$ cat src/rtl/fetch_seq.sv
// Program counter and instruction-fetch sequencer: walks the instruction ROM,
// resolves JMP/BEQ/HLT, and runs the start/done handshake with the harness.
module fetch_seq #(
   parameter int PC_W  = 10,
   parameter int CNT_W = 16
) (
   input  logic             Clk,
   input  logic             Reset,
   input  logic             Start,
   input  logic [8:0]       Instr,
   input  logic             Stall,
   input  logic             BranchFlag,
   input  logic [PC_W-1:0]  LutTarget,
   output logic [PC_W-1:0]  InstrAddr,
   output logic [4:0]       Opcode,
   output logic [3:0]       Operand,
   output logic [3:0]       LutIdx,
   output logic             InstrValid,
   output logic             Done,
   output logic             Illegal,
   output logic [CNT_W-1:0] CycleCount
);

   localparam logic [4:0] OP_BEQ    = 5'd17;
   localparam logic [4:0] OP_JMP    = 5'd18;
   localparam logic [4:0] OP_HLT    = 5'd19;
   localparam logic [4:0] OP_ILL_LO = 5'd20;

   typedef enum logic [1:0] {IDLE, RUN, HALTED} state_t;

   state_t            state, state_nxt;
   logic [PC_W-1:0]   pc_nxt;
   logic              ill_nxt;
   logic [CNT_W-1:0]  cnt_nxt;
   logic [4:0]        op;

   assign op = Instr[8:4];

   always_ff @(posedge Clk or posedge Reset) begin
      if (Reset) begin
         state      <= IDLE;
         InstrAddr  <= '0;
         Illegal    <= 1'b0;
         CycleCount <= '0;
      end else begin
         state      <= state_nxt;
         InstrAddr  <= pc_nxt;
         Illegal    <= ill_nxt;
         CycleCount <= cnt_nxt;
      end
   end

   always_comb begin
      state_nxt = state;
      pc_nxt    = InstrAddr;
      ill_nxt   = Illegal;
      cnt_nxt   = CycleCount;
      case (state)
         IDLE, HALTED: begin
            if (Start) begin
               state_nxt = RUN;
               pc_nxt    = '0;
               ill_nxt   = 1'b0;
               cnt_nxt   = '0;
            end
         end
         RUN: begin
            // Stalled cycles still count as RUN time
            if (CycleCount != '1) cnt_nxt = CycleCount + 1'b1;
            if (!Stall) begin
               if (op == OP_HLT) begin
                  state_nxt = HALTED;
               end else if (op == OP_JMP || (op == OP_BEQ && BranchFlag)) begin
                  pc_nxt = LutTarget;
               end else begin
                  if (op >= OP_ILL_LO) ill_nxt = 1'b1;
                  pc_nxt = InstrAddr + 1'b1;
               end
            end
         end
         default: state_nxt = IDLE;
      endcase
   end

   assign InstrValid = (state == RUN);
   assign Done       = (state == HALTED);

   // Outside RUN the decoder sees a HLT so it never commits side effects
   assign Opcode  = InstrValid ? Instr[8:4] : OP_HLT;
   assign Operand = InstrValid ? Instr[3:0] : 4'd0;
   assign LutIdx  = Instr[3:0];

endmodule
$ cat config.mk
export PLATFORM = sky130hd
export DESIGN_NAME = fetch_seq
export DESIGN_NICKNAME = d
export VERILOG_FILES = /design/src/rtl/fetch_seq.sv
export SDC_FILE = /design/constraint.sdc
export NUM_CORES = 1
export LEC_CHECK = 0
export BUFFER_PORTS_ARGS = -buffer_cell sky130_fd_sc_hd__clkbuf_2
export CAP_MARGIN = 20
export CORE_MARGIN = 8
export CORE_UTILIZATION = 42
export CTS_CLUSTER_DIAMETER = 100
export DETAILED_ROUTE_END_ITERATION = 12
export GPL_TIMING_DRIVEN = 0
export PLACE_DENSITY = 0.72
export RECOVER_POWER = 25
export SLEW_MARGIN = 20
export SYNTH_ARGS = -nofsm -noshare
export SYNTH_HDL_FRONTEND = slang
export SYNTH_SLANG_ARGS = --single-unit
export TNS_END_PERCENT = 100
$ cat constraint.sdc
create_clock -name Clk -period 3.8 [get_ports Clk]
set_input_delay 0.76 -clock Clk [delete_from_list [all_inputs] [get_ports Clk]]
set_output_delay 0.76 -clock Clk [all_outputs]
set_load 0.02 [all_outputs]
==> metrics.yaml <==
flow_run:
  drv_cap: 0
logic_synthesis:
  ys_warn_count: 0
  syn-num-nets: 235
  synth_cell_types: 48
  synth_area_leader_cell: "dfrtp_1"
  synthTopCellsByArea: "dfrtp_1, mux2i_1, o2bb2ai_1, and2_1, o221ai_1"
  netlist_area_sq_mm: 0.00193
  ys.flop_type: "dfrtp_1"
  synth_top_area_frac: 0.377
  avgSynthCellArea_sq_um: 9.21
  async_flop_share: 1.00
  postSynthCellCount: 209
  synth-edff-count: 0
  ys_seq_area_frac: 0.377
  ys_seq_elements: 29
timing:
  fin_crit_ns: 2.59
  finalHoldViolations: 0
  skew_ns: 0.00819
  slew_viol_final: 0
  max_freq_mhz: 386
  relSlewSlack: 0.246
  worst_pin_slew_ns: 1.13
  setup_tns_ns: 0
  fin_crit_sh: 0.682
  fin_ws_ns: 1.21
  finalSetupViolations: 0
  hold-worst-slack_ns: 0.525
  rsz0062_at_grt: "false"
power_and_ir_drop:
  p_leak_nw: 1.08
  p_clk_frac: 0.187
  pwr-share-seq: 0.354
  worst_ir_drop_vdd_uv: 286
  p_sw_mw: 0.639
  power_density_mw_per_mm2: 584
  combPwrFrac: 0.459
  intPower_mw: 0.763
  switching_share: 0.456
global_routing:
  grt_pass1_wl_um: 9070
  antenna_found_initial: 0
  grt_max_degree: 30
  grt_pass1_vias: 1880
  overflow: 0
  grt_usage: 0.153
final_layout:
  design_area_sq_mm: 0.00240
  register_area_sq_um: 726
  nFillCells: 428
  n_antenna_cell: 0
  utilization: 0.548
  drive_above_1_share: 0.292
  layout.nets: 307
  area_growth_pct: 24.8
  most-common-layout-cells: "clkbuf_2, dfrtp_1, nand2_1, mux2i_1, nand3_1"
  mostFrequentLayoutCell: "clkbuf_2"
  multi_input_area_sq_mm: 0.00110
run_status:
  status: "finished, final reports clean"
clocking:
  cts_tree: "built"
  htree_levels: 2
  root_buffer: "clkbuf_8"
  clk_latency_ns: 0.28
  cts_sinks: 29
  clk_pin_slew_ns: 0.07
  cts_setup_buffers: 0
  cts_resized: 0
  hold_buffers: 0
  cts_buffers: 5
  clk_path_buf_depth: 2
worst_hold_path:
  hold_path_depth: 2
  hold_path.class: "reg2reg"
  worstHoldEndpoint: "Illegal"
  hp-start: "Illegal"
critical_path:
  rr_startpoint: "CycleCount[0]"
  r2r_cells: 5
  path_max_fanout: 10
  start_kind: "register"
  cp_data_arrival_time_ns: 1.83
  required_ns: 3.04
  critPathKind: "reg2out"
  rr_endpoint: "CycleCount[8]"
  rrSetupSlack_ns: 1.66
  end_kind: "output pin"
place:
  dpl.hpwl_um: 4140
  dp_slack_ns: 1.44
  port_buffers: 65
  place.gp.congestion: 0.859
  place_area_sq_mm: 0.00232
detailed_routing:
  firstDrtPassIters: 4
  vias_per_cell: 5.71
  wl_per_cell_um: 16.5
  wl_um: 5490
  drtIter0Drc: 80
  drc: 0
  ant_nets: 0
  vias: 1903
floorplanning:
  dieArea_sq_mm: 0.00701
  die_h_um: 83.7
  die-width_um: 83.7
  initial_core_util: 0.439
  row_count: 24
  io_pins: 66
  core-area_sq_mm: 0.00438
through the flow:
step           std cells  power, mW
4_1_cts              333       1.42
6_report             333       1.40
3_3_place_gp         326       1.14
3_5_place_dp         326       1.15
2_1_floorplan        209      0.922
5_1_grt              333       1.50
cell families (layout without fill, tap and decap cells):
kind of cell / Yosys count / after routing / synth area share
AOI/OAI and AO/OA: 54 / 54 / 0.212
buffers and inverters: 21 / 93 / 0.0500
muxes: 12 / 12 / 0.0624
DFF: 29 / 29 / 0.377
adders and majority gates: 2 / 2 / 0.0130
and+or+nand+nor: 90 / 90 / 0.281
xor gates and xnor gates: 1 / 1 / 0.00455
worst max-delay path, cell delays in order, from the launching register on:
cell and delay, ns:
dfrtp_1 0.41, nand2b_1 0.15, clkinv_1 0.29, clkbuf_1 0.32
and2_1 0.23, clkbuf_2 0.15
synthesized netlist by cell type (all sizes together), types with 7 or more instances:
library cell and number:
dfrtp 29, mux2i 12, nand2 12, nand3 11, and2 10, inv 10
nor3 10, o2bb2ai 9, nor2 8, nor4 8, o21ai 8, a21oi 7
nand4 7, o221ai 7
area by class of cell:
| cell class | count | area share |
|---|---|---|
| plain buffers | 10 | 0.0229 |
| clock buffers | 7 | 0.0359 |
| inverters | 11 | 0.0172 |
| multi-input cells | 159 | 0.459 |
| flip-flops and latches | 29 | 0.302 |
| well taps | 52 | 0.0271 |
| repair buffers | 65 | 0.135 |
per-layer routing:
metal | vias to the layer above | GRT usage | part of all wire
met3 | 2 | 0.0430 | 0.072
met4 | 0 | 0.0471 | 0.0073
met2 | 61 | 0.244 | 0.47
met5 | - | 0 | 0
met1 | 895 | 0.193 | 0.45
li1 | 945 | - | -
sequential cells by signal (all words and copies together) (netlist names):
name and flops:
CycleCount 16, Illegal 1, InstrAddr 10, state 2
worst max path at each step:
stage | slack [ns] | end | depth (start not counted) | from
after floorplan | 1.70 | Opcode[2] | 4 | state[1]
after global placement | 1.44 | InstrAddr[8] | 5 | Start
after detailed placement | 1.44 | InstrAddr[4] | 6 | Instr[7]
after CTS | 1.17 | Opcode[3] | 5 | state[0]
after global routing | 1.05 | Opcode[2] | 5 | state[0]
final | 1.21 | Operand[3] | 5 | state[0]
power by group through the flow:
stage                     registers, mW  clock network (mW)  logic [mW]
final                             0.496               0.262       0.644
after global routing              0.513               0.281       0.704
after CTS                         0.496               0.268       0.653
after detailed placement          0.501                   0       0.650
after global placement            0.499                   0       0.639
after floorplan                   0.568                   0       0.355
Note: power is estimated with default switching activity, not from simulation.
